**src/rtl/sparse_weight_streamer_pkg.sv**
```systemverilog
// Shared definitions for the sparse weight streamer: FSM encoding and
// small sizing helpers used by the top level and the word buffer.
package sparse_weight_streamer_pkg;

    typedef enum logic [1:0] {
        ST_IDLE = 2'd0,
        ST_RUN  = 2'd1,
        ST_FIN  = 2'd2
    } state_t;

    // Width of a lane pointer that selects one value inside a memory word.
    function automatic int lane_ptr_w(input int read_width);
        return (read_width > 1) ? $clog2(read_width) : 1;
    endfunction

    // Number of memory words needed to cover len values.
    function automatic int unsigned word_count(input int unsigned len, input int unsigned read_width);
        return (len + read_width - 1) / read_width;
    endfunction

endpackage

```
**src/rtl/sparse_weight_streamer_fifo.sv**
```systemverilog
// Two-entry ping-pong buffer for wide memory words. Each entry carries the
// packed word plus the number of valid lanes in it. A push and a pop in the
// same cycle are both honoured, so a full buffer can accept a word on the
// edge its head is released.
module wide_word_fifo2 #(
    parameter int WORD_W = 32,
    parameter int CNT_W  = 3
) (
    input  logic              clk,
    input  logic              rst_n,
    input  logic              flush,
    input  logic              push,
    input  logic [WORD_W-1:0] push_data,
    input  logic [CNT_W-1:0]  push_cnt,
    input  logic              pop,
    output logic [WORD_W-1:0] head_data,
    output logic [CNT_W-1:0]  head_cnt,
    output logic              full,
    output logic              empty
);

    logic [WORD_W-1:0] data_q [2];
    logic [CNT_W-1:0]  cnt_q  [2];
    logic              rd_ptr;
    logic              wr_ptr;
    logic [1:0]        count_q;
    logic              do_pop;
    logic              do_push;

    assign full      = (count_q == 2'd2);
    assign empty     = (count_q == 2'd0);
    assign head_data = data_q[rd_ptr];
    assign head_cnt  = cnt_q[rd_ptr];
    assign do_pop    = pop && !empty;
    assign do_push   = push && (!full || do_pop);

    // Slot storage, pointers and occupancy; flush empties without touching data.
    always_ff @(posedge clk or negedge rst_n) begin
        if (!rst_n) begin
            for (int i = 0; i < 2; i++) begin
                data_q[i] <= '0;
                cnt_q[i]  <= '0;
            end
            rd_ptr  <= 1'b0;
            wr_ptr  <= 1'b0;
            count_q <= 2'd0;
        end else if (flush) begin
            rd_ptr  <= 1'b0;
            wr_ptr  <= 1'b0;
            count_q <= 2'd0;
        end else begin
            if (do_push) begin
                data_q[wr_ptr] <= push_data;
                cnt_q[wr_ptr]  <= push_cnt;
                wr_ptr         <= ~wr_ptr;
            end
            if (do_pop) begin
                rd_ptr <= ~rd_ptr;
            end
            case ({do_push, do_pop})
                2'b10:   count_q <= count_q + 2'd1;
                2'b01:   count_q <= count_q - 2'd1;
                default: count_q <= count_q;
            endcase
        end
    end

endmodule

```
**src/rtl/sparse_weight_streamer.sv**
```systemverilog
// Sparse weight streamer: walks a contiguous index range, fetches wide words
// from the memory controller into a 2-entry buffer and serializes them one
// value per beat. Fetch of the next word overlaps draining of the current one.
//
// Stream handshake: a beat transfers on a rising edge where out_valid and
// out_ready are both high; while out_valid is high and out_ready is low,
// out_data and out_last hold their values; out_valid never depends on
// out_ready.
module sparse_weight_streamer
    import sparse_weight_streamer_pkg::*;
#(
    parameter int MAX_VALUES  = 64,
    parameter int DATA_WIDTH  = 8,
    parameter int INDEX_WIDTH = 6,
    parameter int READ_WIDTH  = 4
) (
    input  logic                           clk,
    input  logic                           rst_n,
    input  logic                           start,
    input  logic [INDEX_WIDTH-1:0]         base_idx,
    input  logic [INDEX_WIDTH:0]           length,
    input  logic                           abort,
    output logic                           busy,
    output logic                           done,
    output logic                           mem_read_en,
    output logic [INDEX_WIDTH-1:0]         mem_read_base_idx,
    input  logic [READ_WIDTH*DATA_WIDTH-1:0] mem_read_data,
    input  logic                           mem_valid_out,
    output logic                           out_valid,
    output logic [DATA_WIDTH-1:0]          out_data,
    output logic                           out_last,
    input  logic                           out_ready
);

    localparam int CW         = INDEX_WIDTH + 1;
    localparam int WW         = READ_WIDTH * DATA_WIDTH;
    localparam int LANE_PTR_W = lane_ptr_w(READ_WIDTH);
    localparam int CNT_W      = $clog2(READ_WIDTH + 1);
    localparam logic [CW-1:0] MAX_V = CW'(MAX_VALUES);
    localparam logic [CW-1:0] RW_C  = CW'(READ_WIDTH);

    state_t                  state;
    state_t                  state_nx;
    logic [CW-1:0]           eff_len_d;
    logic [CW-1:0]           room;
    logic [CW-1:0]           eff_len;
    logic [CW-1:0]           total_words;
    logic [CW-1:0]           words_req;
    logic [CW-1:0]           vals_req;
    logic [CW-1:0]           rem_vals;
    logic [CW-1:0]           rd_idx;
    logic [CW-1:0]           beat_cnt;
    logic                    rd_outst;
    logic [CNT_W-1:0]        pend_cnt;
    logic [LANE_PTR_W-1:0]   lane_ptr;
    logic                    fifo_flush;
    logic                    fifo_push;
    logic                    fifo_pop;
    logic [WW-1:0]           head_data;
    logic [CNT_W-1:0]        head_cnt;
    logic                    fifo_full;
    logic                    fifo_empty;
    logic [DATA_WIDTH-1:0]   head_lanes [READ_WIDTH];
    logic                    hs;
    logic                    head_last_lane;

    // Clamp the requested length so nothing past the end of memory is fetched.
    assign room      = MAX_V - {1'b0, base_idx};
    assign eff_len_d = (length < room) ? length : room;
    assign rem_vals  = eff_len - vals_req;

    assign out_valid         = !fifo_empty;
    assign hs                = out_valid && out_ready;
    assign head_last_lane    = ((CNT_W'(lane_ptr) + CNT_W'(1)) == head_cnt);
    assign fifo_pop          = hs && head_last_lane;
    assign fifo_push         = mem_valid_out && rd_outst;
    assign fifo_flush        = abort && (state != ST_IDLE);
    assign mem_read_base_idx = rd_idx[INDEX_WIDTH-1:0];
    assign out_last          = out_valid && (beat_cnt == (eff_len - CW'(1)));

    // Split the head word into lanes for the serializer mux.
    always_comb begin
        for (int i = 0; i < READ_WIDTH; i++) begin
            head_lanes[i] = head_data[i*DATA_WIDTH +: DATA_WIDTH];
        end
    end

    assign out_data = out_valid ? head_lanes[lane_ptr] : '0;

    // FSM state register.
    always_ff @(posedge clk or negedge rst_n) begin
        if (!rst_n) begin
            state <= ST_IDLE;
        end else begin
            state <= state_nx;
        end
    end

    // Next-state and control outputs; fetch only with no read in flight and a free slot.
    always_comb begin
        state_nx    = state;
        busy        = 1'b0;
        done        = 1'b0;
        mem_read_en = 1'b0;
        case (state)
            ST_IDLE: begin
                if (start) begin
                    state_nx = (eff_len_d == '0) ? ST_FIN : ST_RUN;
                end
            end
            ST_RUN: begin
                busy        = 1'b1;
                mem_read_en = !abort && (words_req < total_words) && !rd_outst && !fifo_full;
                if (abort) begin
                    state_nx = ST_IDLE;
                end else if (hs && out_last) begin
                    state_nx = ST_FIN;
                end
            end
            ST_FIN: begin
                done     = !abort;
                state_nx = ST_IDLE;
            end
            default: begin
                state_nx = ST_IDLE;
            end
        endcase
    end

    // Run bookkeeping: latch the run at start, track reads in flight and beats sent.
    always_ff @(posedge clk or negedge rst_n) begin
        if (!rst_n) begin
            eff_len     <= '0;
            total_words <= '0;
            words_req   <= '0;
            vals_req    <= '0;
            rd_idx      <= '0;
            beat_cnt    <= '0;
            rd_outst    <= 1'b0;
            pend_cnt    <= '0;
            lane_ptr    <= '0;
        end else if (state == ST_IDLE) begin
            rd_outst <= 1'b0;
            lane_ptr <= '0;
            if (start) begin
                eff_len     <= eff_len_d;
                total_words <= CW'(word_count(32'(eff_len_d), READ_WIDTH));
                words_req   <= '0;
                vals_req    <= '0;
                rd_idx      <= {1'b0, base_idx};
                beat_cnt    <= '0;
            end
        end else if (abort) begin
            rd_outst <= 1'b0;
            lane_ptr <= '0;
        end else begin
            if (mem_read_en) begin
                rd_outst  <= 1'b1;
                words_req <= words_req + CW'(1);
                vals_req  <= vals_req + RW_C;
                rd_idx    <= rd_idx + RW_C;
                pend_cnt  <= (rem_vals > RW_C) ? CNT_W'(READ_WIDTH) : CNT_W'(rem_vals);
            end else if (mem_valid_out && rd_outst) begin
                rd_outst <= 1'b0;
            end
            if (hs) begin
                beat_cnt <= beat_cnt + CW'(1);
                lane_ptr <= head_last_lane ? '0 : lane_ptr + LANE_PTR_W'(1);
            end
        end
    end

    wide_word_fifo2 #(
        .WORD_W (WW),
        .CNT_W  (CNT_W)
    ) u_buf (
        .clk       (clk),
        .rst_n     (rst_n),
        .flush     (fifo_flush),
        .push      (fifo_push),
        .push_data (mem_read_data),
        .push_cnt  (pend_cnt),
        .pop       (fifo_pop),
        .head_data (head_data),
        .head_cnt  (head_cnt),
        .full      (fifo_full),
        .empty     (fifo_empty)
    );

endmodule

```
**config.mk**
```make
export PLATFORM = sky130hd
export DESIGN_NAME = sparse_weight_streamer
export DESIGN_NICKNAME = d
export VERILOG_FILES = /design/src/rtl/sparse_weight_streamer_pkg.sv /design/src/rtl/sparse_weight_streamer_fifo.sv /design/src/rtl/sparse_weight_streamer.sv
export SDC_FILE = /design/constraint.sdc
export NUM_CORES = 1
export LEC_CHECK = 0
export BUFFER_PORTS_ARGS = -buffer_cell sky130_fd_sc_hd__buf_4
export CELL_PAD_IN_SITES_DETAIL_PLACEMENT = 1
export CELL_PAD_IN_SITES_GLOBAL_PLACEMENT = 1
export CORE_MARGIN = 4
export CORE_UTILIZATION = 53
export CTS_BUF_LIST = sky130_fd_sc_hd__clkbuf_4
export DETAILED_ROUTE_END_ITERATION = 6
export PLACE_DENSITY = 0.87
export SETUP_SLACK_MARGIN = 0.15
export SYNTH_ARGS = -nofsm -noshare
export SYNTH_HDL_FRONTEND = slang
export SYNTH_SLANG_ARGS = --single-unit
```
**constraint.sdc**
```tcl
create_clock -name clk -period 6.25 [get_ports clk]
set_input_delay 0.9375 -clock clk [delete_from_list [all_inputs] [get_ports clk]]
set_output_delay 0.9375 -clock clk [all_outputs]
set_load 0.02 [all_outputs]
```
After elaboration in Yosys (flattened, before gate mapping)
Cells that the tools add are included.
{"block": "word_totals", "wordCells": 143, "regBits": 124}
{"block": "classes", "n_addsub": 13, "n_lt_le_gt_ge": 7, "n_bitwise": 8, "mux": 54, "reduce_logical": 34, "eq_ne": 10}
{"operator": "two-way mux 32 bit", "count": 4}
{"operator": "two-way mux 7 bit", "count": 15}
{"operator": "bitwise mux 64 bit", "count": 1}
{"operator": "demux 32 bit (select 1 bit)", "count": 1}
{"operator": "two-way mux 8 bit", "count": 3}
{"operator": "two-way mux 2 bit", "count": 9}
{"operator": "binary-select mux 8 bit (select 2 bit)", "count": 1}
{"operator": "two-way mux 3 bit", "count": 5}
{"operator": "adder 7 x 1 -> 7 bit (second input constant)", "count": 2}
{"operator": "adder 7 x 3 -> 7 bit (second input constant)", "count": 2}
{"operator": "< comparator 7 bit", "count": 2}
{"operator": "logical AND 1 bit", "count": 12}
{"operator": "two-way mux 1 bit", "count": 11}
{"operator": "nonzero test 2 bit", "count": 5}
{"operator": "AND reduction 3 bit", "count": 3}
{"operator": "subtractor 8 x 1 -> 9 bit (second input constant)", "count": 1}
{"operator": "adder 7 x 3 -> 8 bit (second input constant)", "count": 1}
{"operator": "case mux 2 bit (2 select lines)", "count": 2}
{"operator": "equality test 7 bit", "count": 1}
{"operator": "greater-than comparator 7 x 3 -> 1 bit (second input constant)", "count": 1}
{"operator": "logical NOT 7 bit", "count": 1}
{"operator": "subtractor 7 x 1 -> 7 bit (second input constant)", "count": 1}
{"operator": "subtractor 7 x 6 -> 7 bit (first input constant)", "count": 1}
{"operator": "subtractor 7 bit", "count": 1}
{"operator": "other kinds (23)", "count": 40}

Longest topological paths before layout
Gate-level depths: netlist of the first run.
{"block": "depth", "depth_word": 12, "ltp_mapped": 13, "ltp_nobuf": 12}

Modules after synthesis
From an unflattened synthesis of the first run, not the netlist that was laid out.
{"block": "hier_totals", "hier_cells": 596, "hier_area_um2": 6859.1}
{"module": "sparse_weight_streamer", "cells_per_inst": 385, "seq_area_each_um2": 1151.1, "area_each_um2": 3475.8, "n_inst": 1}
{"module": "wide_word_fifo2", "cells_per_inst": 211, "seq_area_each_um2": 1851.8, "area_each_um2": 3383.2, "n_inst": 1}

Worst setup path before layout of the first run
No wires, ideal clock.
{"block": "synth_timing", "kind": "input to register", "from": "input base_idx[0]", "to": "register state[0]", "t_arrival_ns": 3.166, "cell_stages": 12, "n_path_buf": 0, "setup_ns": 0.122, "t_required_ns": 6.128, "slack_ns": 2.963, "path_cell_list": "inv_1 > ha_1 > xnor2_1 > inv_1 > ha_1 > o21ai_0 > o21bai_1 > o21bai_1 > o2111ai_1 > a31oi_4 > mux2_2 > a32o_1"}
{"block": "synth_via", "elab_chain_len": 7}
{"element": "start: declaration", "line_no": "sparse_weight_streamer.sv:20", "source": "input logic [INDEX_WIDTH-1:0] base_idx,"}
{"element": "subtractor 7 x 6 -> 7 bit (*)", "line_no": "sparse_weight_streamer.sv:68", "source": "assign room = MAX_V - {1'b0, base_idx};"}
{"element": "< comparator 7 bit", "line_no": "sparse_weight_streamer.sv:69", "source": "assign eff_len_d = (length < room) ? length : room;"}
{"element": "two-way mux 7 bit (*)", "line_no": "sparse_weight_streamer.sv:69"}
{"element": "logical NOT 7 bit (*)", "line_no": "sparse_weight_streamer.sv:108", "source": "state_nx = (eff_len_d == '0) ? ST_FIN : ST_RUN;"}
{"element": "two-way mux 2 bit (*)", "line_no": "sparse_weight_streamer.sv:108"}
{"element": "two-way mux 2 bit (*)", "line_no": "sparse_weight_streamer.sv:107", "source": "if (start) begin"}
{"element": "case mux 2 bit (2 select lines) (*)", "line_no": "sparse_weight_streamer.sv:105", "source": "case (state)"}
{"element": "end signal: assignment", "line_no": "sparse_weight_streamer.sv:95", "source": "state <= state_nx;"}
{"element": "end: declaration", "line_no": "sparse_weight_streamer.sv:42", "source": "state_t state;"}
Every way passes the cells marked *; elsewhere a longest branch is shown, timed or not. The select of a mux whose other input is x is not followed.
A chain may end at the register's enable or synchronous reset.

Worst setup path after layout of the first run
{"block": "layout_timing", "from": "register words_req[5]", "to": "output mem_read_en"}
{"block": "layout_via", "elab_chain_len": 5}
{"element": "start: declaration", "line_no": "sparse_weight_streamer.sv:48", "source": "logic [CW-1:0] words_req;"}
{"element": "start signal: assignment", "line_no": "sparse_weight_streamer.sv:159", "source": "words_req <= words_req + CW'(1);"}
{"element": "< comparator 7 bit", "line_no": "sparse_weight_streamer.sv:113", "source": "mem_read_en = !abort && (words_req < total_words) && !rd_outst && !fifo_full;"}
{"element": "logical AND 1 bit (3 in series)", "line_no": "sparse_weight_streamer.sv:113"}
{"element": "two-way mux 1 bit", "line_no": "sparse_weight_streamer.sv:105"}
{"element": "end: declaration", "line_no": "sparse_weight_streamer.sv:25", "source": "output logic mem_read_en,"}
Every way passes these cells.

==> out/qor.txt, run 1 <==
Status: finished clean
Register Area: 3000 um2
Most frequent cells in the layout: 120 x dfrtp_1, 77 x buf_4, 67 x mux2_2, 49 x nand2_1, 31 x nor2_1
Most common cell after layout, fill and taps aside: dfrtp_1
Filler instances: 1,305
Main synth FF type: dfrtp_1
Initial antenna violation count: 0
Post-Syn Nets: 644
Vias in the first global route: 5,344
Post-DP HPWL: 11.8 mm
Area of the multi-input gates: 3260 um2
Max-Cap Viols: 0
Num Clock Sinks: 120
All-layer global routing usage: 25.5%
CP Data Arrival Time: 2.96 ns
Number of synthesized register bits: 120
Worst hold path type: in -> async
Met2 WL: 8.85 mm
Number of detailed-route iterations in the first pass: 4
WS Path Type: reg -> out
P_leak: 3.46 nW
Mean post-synth cell area: 11.4 um2
Synth Cell Area: 6490 um2
CTS tree: built
Async SR Flop Fraction: 100%
Final slew viol count: 0
Inserted Clock Buffers: 17
Unrepaired setup endpoints after global routing: false
CP max FO: 18
Fin. Hold Viols: 0
Final setup vio count: 0
Iter 0 DRT Violations: 265
WHS: 0.426 ns
Pin count of the biggest net entering global routing: 65
Skew final: 0.0195 ns
Mapped Cells: 571
Hold-fix buffers at CTS: 0
Drt wl/cell: 21.1 um
Top Metal Used: met4
Layout net count: 719
Post-CTS Resized: 0
Layout area overhead: 14.4%
Post-CTS Setup Inserts: 0
Total length of routed wires: 17.0 mm
Number of H-tree levels: 4
Clk root buf: clkbuf_4
Die Y: 119 um
Power per Cell Area: 320 nW/um2
Clk buf depth: 2
Place WS: 2.32 ns
Io pins: 70
Maximum vdd drop: 0.152 mV
Die Wd: 119 um
Critical Path Sink Type: primary output
Least-Margin Pin Slew: 0.930 ns
Via density per instance: 5.97
Core footprint: 12,000 um2
DRC violations left: 0
Num rows: 40
Vias: 4,808
Count of cell types in the netlist: 59
Post-Route Utilization: 61.9%
First-pass GRT wire length: 28.3 mm
Final setup margin: 2.35 ns
Yosys warnings: 0
Antenna Nets Post-Route: 0
Startpoint Class: flip-flop
Port Buffers: 69
Final GP Congestion: 0.845
Antenna Cells: 0
Inst Count DP: 774
Die Area: 14,100 um2
Non-Filler Instances: 806
Starting Density: 54.1%
Total gr overflow: 0
Clk Latency, worst-skew pair: 0.56 ns
Tmin final: 3.90 ns
CP Data Required Time: 5.31 ns
Final setup TNS: 0 ns
Wl on met1: 7.06 mm
Met3 WL: 582 um
Final worst-path cycle share: 62.4%
Sequential fraction of the synthesis area: 46.2%
Layout cell share with drive strength beyond 1: 29.9%
Clock transition at path regs: 0.11 ns
Highest clock rate: 0.257 GHz
EDFF count, synth: 0
Slew HR: 37.9%
-- per-layer routing --
metal  track usage [%]  vias up
met5                 0        -
li1                  -     2188
met4              9.99        0
met1              30.4     2464
met2              44.6      119
met3              6.03       37
-- path summary, 6_finish.rpt --
| kind | from | endpoint | slack, ns | cells past startpoint |
|---|---|---|---|---|
| worst max-delay path | words_req[5]$_DFFE_PN0P_ | mem_read_en | 2.35 | 7 |
| worst min-delay path | rst_n | u_buf.data_q[6]$_DFFE_PN0P_ | 0.43 | 1 |
| worst max register to register | lane_ptr[1]$_DFFE_PN0P_ | u_buf.data_q[49]$_DFFE_PN0P_ | 2.46 | 8 |
| worst min register to register | u_buf.data_q[55]$_DFFE_PN0P_ | u_buf.data_q[55]$_DFFE_PN0P_ | 0.50 | 1 |
| max in group asynchronous | rst_n | state[0]$_DFFE_PN0P_ | 4.50 | 2 |
| min in group clk | u_buf.data_q[55]$_DFFE_PN0P_ | u_buf.data_q[55]$_DFFE_PN0P_ | 0.50 | 1 |
-- worst max-delay path, cell delays in order (launching register included) --
cell       delay [ns]
dfrtp_1          0.44
ha_1             0.19
or3_1            0.34
a2111oi_0        0.43
o21ai_1          0.15
buf_4            0.23
inv_1            0.40
buf_4            0.24
-- report_power, final --
group | total [mW] | internal (mW) | leakage [nW] | switching [mW]
Clock | 0.596 | 0.283 | 0.158 | 0.313
Sequential | 1.08 | 0.944 | 1.60 | 0.137
Combinational | 0.702 | 0.349 | 1.70 | 0.353
Total | 2.38 | 1.58 | 3.46 | 0.803
-- cells in the mapped netlist, types with 2 or more instances --
cell type,n,area [um2]
conb_1,2,7.51
nand3_1,17,85.1
inv_1,30,113
a21o_1,3,22.5
buf_6,4,45.0
buf_4,4,30.0
nor2_1,31,116
buf_1,2,7.51
xnor2_1,22,193
nand2b_1,3,18.8
a21oi_1,14,70.1
a31oi_1,2,12.5
mux2i_1,25,250
and2_1,2,12.5
o2111ai_1,2,17.5
and3_1,3,18.8
o221ai_1,2,17.5
o21a_1,6,45.0
or3_1,4,25.0
mux2_2,67,754
nor3_1,15,75.1
o21ai_0,27,135
nor2b_1,5,31.3
o31ai_1,3,22.5
o21bai_1,3,22.5
nor3b_1,3,22.5
mux4_2,16,360
ha_1,22,275
o211ai_1,3,22.5
dfrtp_1,120,3000
a221oi_1,2,17.5
o22ai_1,2,12.5
nor4_1,2,12.5
xor2_1,13,114
mux2_1,4,45.0
clkbuf_1,9,33.8
nand2_1,49,184
buf_2,2,10.0
nand4_1,6,37.5
-- metrics by stage --
| stage | area, um2 | power (mW) |
|---|---|---|
| 2_1_floorplan | 6490 | 1.53 |
| 3_3_place_gp | 7140 | 1.71 |
| 3_5_place_dp | 7140 | 1.78 |
| 4_1_cts | 7430 | 2.39 |
| 5_1_grt | 7430 | 2.52 |
| 6_report | 7430 | 2.38 |
-- flip-flops by register name, indices dropped and copies added, names as in the netlist, 2 cells and up --
signal,count
eff_len,7
words_req,7
u_buf.cnt_q,6
lane_ptr,2
pend_cnt,3
u_buf.count_q,2
total_words,6
vals_req,5
beat_cnt,7
rd_idx,6
state,2
u_buf.data_q,64
-- logic make-up after synthesis --
| group | synth area share [%] |
|---|---|
| AOI/OAI and AO/OA | 8.38 |
| xor gates and xnor gates | 4.72 |
| adders and majority gates | 4.39 |
| buffers and inverters | 3.68 |
| DFF | 46.2 |
| muxes | 21.7 |
| other | 0.116 |
| and+or+nand+nor | 10.8 |
-- area by class of cell --
type                       instances  share of cell area [%]
timing repair buffer              77                    7.78
tap                              147                    2.47
sequential                       120                    40.4
inverter                          30                    1.52
clock inverter                    13                    2.07
clock buffer                      19                    1.92
multi-input combinational        400                    43.8
Power figures use the tool's default switching activity.
==> run 2, diff against run 1 <==
--- a/config.mk
+++ b/config.mk
@@ -5,14 +5,15 @@
 export SDC_FILE = /design/constraint.sdc
 export NUM_CORES = 1
 export LEC_CHECK = 0
+export ABC_AREA = 1
 export BUFFER_PORTS_ARGS = -buffer_cell sky130_fd_sc_hd__buf_4
 export CELL_PAD_IN_SITES_DETAIL_PLACEMENT = 1
 export CELL_PAD_IN_SITES_GLOBAL_PLACEMENT = 1
 export CORE_MARGIN = 4
-export CORE_UTILIZATION = 53
+export CORE_UTILIZATION = 46
 export CTS_BUF_LIST = sky130_fd_sc_hd__clkbuf_4
 export DETAILED_ROUTE_END_ITERATION = 6
-export PLACE_DENSITY = 0.87
+export PLACE_DENSITY = 0.81
 export SETUP_SLACK_MARGIN = 0.15
 export SYNTH_ARGS = -nofsm -noshare
 export SYNTH_HDL_FRONTEND = slang
==> constraint.sdc (replaced) <==
create_clock -name clk -period 3.7 [get_ports clk]
set_input_delay 0.555 -clock clk [delete_from_list [all_inputs] [get_ports clk]]
set_output_delay 0.555 -clock clk [all_outputs]
set_load 0.02 [all_outputs]
==> run 2 against run 1 <==
- core utilization is 9.1 points lower
- via count is 22% higher
- cell count is 35% higher
- combinational power grew to 3.6 times the previous value
- wire length is 6.2% higher
- critical path type unchanged
==> out/qor.txt, run 2 <==
Main synth FF type: dfrtp_1
Post-DP HPWL: 13.0 mm
Die Wd: 129 um
Final setup margin: 0.539 ns
Num Clock Sinks: 120
Final GP Congestion: 0.867
Num rows: 44
Total gr overflow: 0
Die Y: 129 um
Synth Cell Area: 6780 um2
Post-CTS Setup Inserts: 0
Clock transition at path regs: 0.11 ns
Place WS: 0.749 ns
Clk Latency, worst-skew pair: 0.55 ns
Least-Margin Pin Slew: 0.711 ns
Worst path slowest cell: dfrtp_1
Mapped Cells: 827
Total length of routed wires: 18.1 mm
Pin count of the biggest net entering global routing: 72
Layout area overhead: 12.6%
Final setup vio count: 0
Critical Path Sink Type: primary output
Count of cell types in the netlist: 46
Starting Density: 46.8%
Cell taking the most area after synthesis: dfrtp_1
Vias: 5,842
Most frequent cell after synthesis: nand2_1
Number of detailed-route iterations in the first pass: 4
Mean post-synth cell area: 8.20 um2
Vias in the first global route: 6,278
Fin. Hold Viols: 0
Post-CTS Resized: 0
Tmin final: 3.16 ns
Unrepaired setup endpoints after global routing: false
Inserted Clock Buffers: 17
First-pass GRT wire length: 30.2 mm
WS Path Type: reg -> out
All-layer global routing usage: 22.8%
Final worst-path cycle share: 85.4%
P_leak: 3.85 nW
Highest clock rate: 0.316 GHz
Layout net count: 967
Clk root buf: clkbuf_4
WHS: 0.0441 ns
DRC violations left: 0
Share of the synthesized area in the top cell type: 44.3%
Post-Syn Nets: 900
Sequential fraction of the synthesis area: 44.3%
Hold-fix buffers at CTS: 0
Number of H-tree levels: 4
CTS tree: built
Synth area leaders: dfrtp_1 44%, nand2_1 9.0%, o21ai_2 6.3%, inv_1 5.4%, o21ai_0 5.2%
Bufs and invs on worst path: 3
Top cell family by delay on the critical path: simple AND/OR/NAND/NOR gates
Combinational power share: 46.3%
Core footprint: 14,500 um2
Startpoint Class: flip-flop
Initial antenna violation count: 0
Antenna Nets Post-Route: 0
Maximum vdd drop: 0.359 mV
Layout cell share with drive strength beyond 1: 20.5%
Final setup TNS: 0 ns
Worst hold path type: in -> async
Top reg by flops: u_buf.data_q
Clk buf depth: 2
Async SR Flop Fraction: 100%
CP Data Arrival Time: 2.61 ns
Yosys warnings: 0
Final slew viol count: 0
Sequential fraction of design power: 38.3%
Max-Cap Viols: 0
Port Buffers: 69
Switching power: 2.43 mW
Status: finished clean
Power per Cell Area: 721 nW/um2
Die Area: 16,700 um2
EDFF count, synth: 0
Drt wl/cell: 16.6 um
Slew HR: 52.6%
Most frequent cells in the layout: 162 x nand2_1, 120 x dfrtp_1, 98 x inv_1, 90 x nor2_1, 78 x buf_4
Sw frac: 44.2%
Clock share of power: 15.4%
Number of synthesized register bits: 120
Antenna Cells: 0
Number of flip-flops in the largest register: 64
Largest stage delay, worst path: 0.43 ns
Pint: 3.07 mW
Synth top cells by count: 162 x nand2_1, 120 x dfrtp_1, 98 x inv_1
Skew final: 0.0205 ns
Most common cell after layout, fill and taps aside: nand2_1
Critical path cell sequence: inv_1 -> ha_1 -> nand2_1 -> o21ai_0 -> nor3_1 -> nand3_1 -> a211oi_1 -> nand3_1 -> inv_1 -> buf_4
CP Data Required Time: 3.14 ns
CP max FO: 4
Via density per instance: 5.36
Iter 0 DRT Violations: 249
Io pins: 70
[run 2: changes by cell type in the layout (fill, tap and decap cells not counted), moves of 10 or more]
cell     before  now
mux2_2       67    0
nand2_1      49  162
mux2i_1      25    0
nand2_2       0   10
o21ai_0      27   71
o21ai_2       0   49
inv_1        30   98
nand3_1      17   34
xnor2_1      22    7
nor2_1       31   90
mux4_2       16    0
o21ai_1       1   26
[run 2: cell type report]
type | count | area, um2
clock inverter | 11 | 83.8
timing repair buffer | 80 | 626
sequential | 120 | 3000
clock buffer | 20 | 150
inverter | 103 | 394
multi-input combinational | 572 | 3150
fill | 1773 | 6840
tap | 184 | 230
[run 2: worst paths after layout]
path / from / to / slack (ns) / depth (start not counted)
worst min-delay path: rst_n / u_buf.data_q[53]$_DFFE_PN0P_ / 0.04 / 1
worst max register to register: lane_ptr[0]$_DFFE_PN0P_ / u_buf.data_q[15]$_DFFE_PN0P_ / 1.05 / 9
max in group asynchronous: rst_n / eff_len[3]$_DFFE_PN0P_ / 2.81 / 2
worst max-delay path: eff_len[1]$_DFFE_PN0P_ / out_last / 0.54 / 10
min in group clk: mem_valid_out / rd_outst$_DFFE_PN0P_ / 0.27 / 3
worst min register to register: u_buf.data_q[62]$_DFFE_PN0P_ / u_buf.data_q[62]$_DFFE_PN0P_ / 0.49 / 2
[run 2: routing by layer]
layer	up-vias	wire length (um)	GRT usage, %
li1	2831	-	-
met1	2908	7480	26.4
met2	74	9590	41.2
met3	29	581	4.95
met4	0	419	8.77
met5	-	0	0
[run 2: logic make-up after synthesis]
family | after synthesis | share of synthesized area, %
AO/OA/AOI/OAI | 196 | 18.2
other | 2 | 0.111
adder cells (fa/ha/maj) | 22 | 4.06
XOR/XNOR | 17 | 2.20
buffers and inverters | 135 | 9.25
flip-flops | 120 | 44.3
AND/OR/NAND/NOR | 335 | 21.9
[run 2: through the flow]
stage | instances | area [um2] | total power, mW | utilization [%]
floorplan | 827 | 6780 | 3.86 | -
CTS | 1090 | 7630 | 5.56 | 52.7
detailed placement | 1059 | 7400 | 4.70 | 51.1
global route | 1090 | 7630 | 5.99 | 52.7
global placement | 1059 | 7400 | 4.54 | 51.1
finish | 1090 | 7630 | 5.50 | 52.7
[run 2: power groups by stage]
stage	combinational [mW]	clock [mW]	sequential, mW
5_1_grt	2.88	0.936	2.17
3_5_place_dp	2.57	0	2.13
2_1_floorplan	1.81	0	2.06
4_1_cts	2.58	0.869	2.11
3_3_place_gp	2.44	0	2.10
6_report	2.55	0.846	2.11
==> run 3, diff against run 2 <==
--- a/config.mk
+++ b/config.mk
@@ -14,6 +14,7 @@
 export CTS_BUF_LIST = sky130_fd_sc_hd__clkbuf_4
 export DETAILED_ROUTE_END_ITERATION = 6
 export PLACE_DENSITY = 0.81
+export RECOVER_POWER = 100
 export SETUP_SLACK_MARGIN = 0.15
 export SYNTH_ARGS = -nofsm -noshare
 export SYNTH_HDL_FRONTEND = slang
==> run 3 against run 2 <==
- the run now ends with max-capacitance violations, max-slew violations left
- combinational power decreased by 9.4%
- flip-flop and latch count unchanged
- setup slack got worse by 0.098 ns
- maximum frequency decreased by 3.0%
- worst hold slack improved by 0.22 ns
- clock skew decreased by 0.00097 ns
- wire length increased by 0.69%
- core utilization decreased by 2.0 points
==> out/qor.txt, run 3 (synthesis gave the netlist of run 2 again) <==
Register-to-register setup slack: 0.52 ns
Number of detailed-route iterations in the first pass: 4
Power per Cell Area: 716 nW/um2
Skew final: 0.0195 ns
Clk buf depth: 2
Starting Density: 46.8%
Via density per instance: 5.39
Largest stage delay, worst path: 0.43 ns
CP Data Required Time: 3.14 ns
Worst hold path type: in -> reg
Clk root buf: clkbuf_4
RR Endpoint: u_buf.data_q[0]$_DFFE_PN0P_
Cells on worst reg2reg path: 9
CP Data Arrival Time: 2.70 ns
Number of flip-flops in the largest register: 64
Most frequent cells in the layout: 166 x nand2_1, 138 x o21ai_0, 120 x dfrtp_1, 99 x inv_1, 91 x nor2_1
Maximum vdd drop: 0.358 mV
Post-CTS Resized: 0
Port Buffers: 69
Final GP Congestion: 0.867
Clock transition at path regs: 0.11 ns
Post-Route Utilization: 50.7%
Hold Path Cell Cnt: 3
Max-Cap Viols: 1
Vias in the first global route: 6,278
Pin count of the biggest net entering global routing: 72
Fin. Hold Viols: 0
FF-to-FF Start: lane_ptr[0]$_DFFE_PN0P_
WS Path Type: reg -> out
Top reg by flops: u_buf.data_q
Post-DP HPWL: 13.0 mm
Status: finished, violations left
Core footprint: 14,500 um2
Layout net count: 967
Antenna Nets Post-Route: 0
Failing checks: max-capacitance violations, max-slew violations
Die Wd: 129 um
Inserted Clock Buffers: 17
Antenna Cells: 0
Critical path cell sequence: inv_1 -> ha_1 -> nand2_1 -> o21ai_0 -> nor3_1 -> nand3_1 -> a211oi_1 -> nand3_1 -> inv_1 -> clkbuf_1
Iter 0 DRT Violations: 274
CTS tree: built
Drt wl/cell: 16.7 um
Final setup vio count: 0
Final slew viol count: 50
DRC violations left: 0
Number of H-tree levels: 4
Io pins: 70
Vias: 5,879
Die Area: 16,700 um2
Initial antenna violation count: 0
Hold-fix buffers at CTS: 0
Layout cell share with drive strength beyond 1: 12.5%
Worst path slowest cell: dfrtp_1
Unrepaired setup endpoints after global routing: false
Slew HR: -97.0%
Num Clock Sinks: 120
Total length of routed wires: 18.2 mm
Critical Path Sink Type: primary output
Post-CTS Setup Inserts: 0
First-pass GRT wire length: 30.2 mm
All-layer global routing usage: 22.8%
Place WS: 0.749 ns
Layout area overhead: 8.31%
Startpoint Class: flip-flop
Die Y: 129 um
Worst Hold End: rd_outst$_DFFE_PN0P_
Tmin final: 3.26 ns
Tot Pwr: 5.26 mW
Least-Margin Pin Slew: 2.95 ns
Highest clock rate: 0.307 GHz
Num rows: 44
Clk Latency, worst-skew pair: 0.56 ns
CP max FO: 4
HP Start: mem_valid_out
Most common cell after layout, fill and taps aside: nand2_1
Final setup margin: 0.442 ns
Total gr overflow: 0
Final worst-path cycle share: 88.1%
Final setup TNS: 0 ns
P_leak: 3.69 nW
## run 3: changes by cell type in the layout (fill, tap and decap cells not counted), sizes merged
cell | before | now
buf | 80 | 55
clkbuf | 20 | 45
## run 3: area by class of cell
cell class                      count  area (um2)
Fill cell                        1828        7140
Sequential cell                   120        3000
Multi-Input combinational cell    572        2940
Timing Repair Buffer               80         536
Inverter                          103         394
Tap cell                          184         230
Clock buffer                       20         150
Clock inverter                     11        83.8
## run 3: worst max path at each step
stage | start | slack (ns) | endpoint | cells after the start
2_1_floorplan | base_idx[0] | 1.20 | total_words[4]$_DFFE_PN0P_ | 17
3_3_place_gp | base_idx[0] | 0.89 | total_words[4]$_DFFE_PN0P_ | 18
3_5_place_dp | base_idx[0] | 0.75 | total_words[4]$_DFFE_PN0P_ | 17
4_1_cts | eff_len[1]$_DFFE_PN0P_ | 0.46 | out_last | 10
5_1_grt | eff_len[1]$_DFFE_PN0P_ | 0.11 | out_last | 10
6_report | eff_len[1]$_DFFE_PN0P_ | 0.44 | out_last | 10
## run 3: critical path, delay by kind of cell (launching register included)
| kind | cells | cell delay [ns] |
|---|---|---|
| simple gates | 4 | 0.63 |
| buf+inv | 3 | 0.52 |
| flops | 1 | 0.43 |
| compound gates | 2 | 0.31 |
| fa+ha+maj | 1 | 0.27 |
## run 3: metal layers
| metal | routed length, um | global-route usage (%) | up-vias |
|---|---|---|---|
| met5 | 0 | 0 | - |
| met4 | 424 | 8.77 | 0 |
| met3 | 656 | 4.95 | 29 |
| met2 | 9590 | 41.2 | 93 |
| met1 | 7530 | 26.4 | 2932 |
| li1 | - | - | 2825 |
## run 3: report_power, final
part	internal, mW	total, mW	switching (mW)
Sequential	1.77	2.10	0.334
Clock	0.339	0.848	0.510
Combinational	0.798	2.31	1.51
Total	2.90	5.26	2.35
## run 3: through the flow
step	hold slack, ns	cells	instance area (um2)
after floorplan	0.259	827	6780
after global placement	0.457	1059	7400
after detailed placement	0.464	1059	7400
after CTS	0.0320	1090	7630
after global routing	0.231	1090	7340
final	0.265	1090	7340
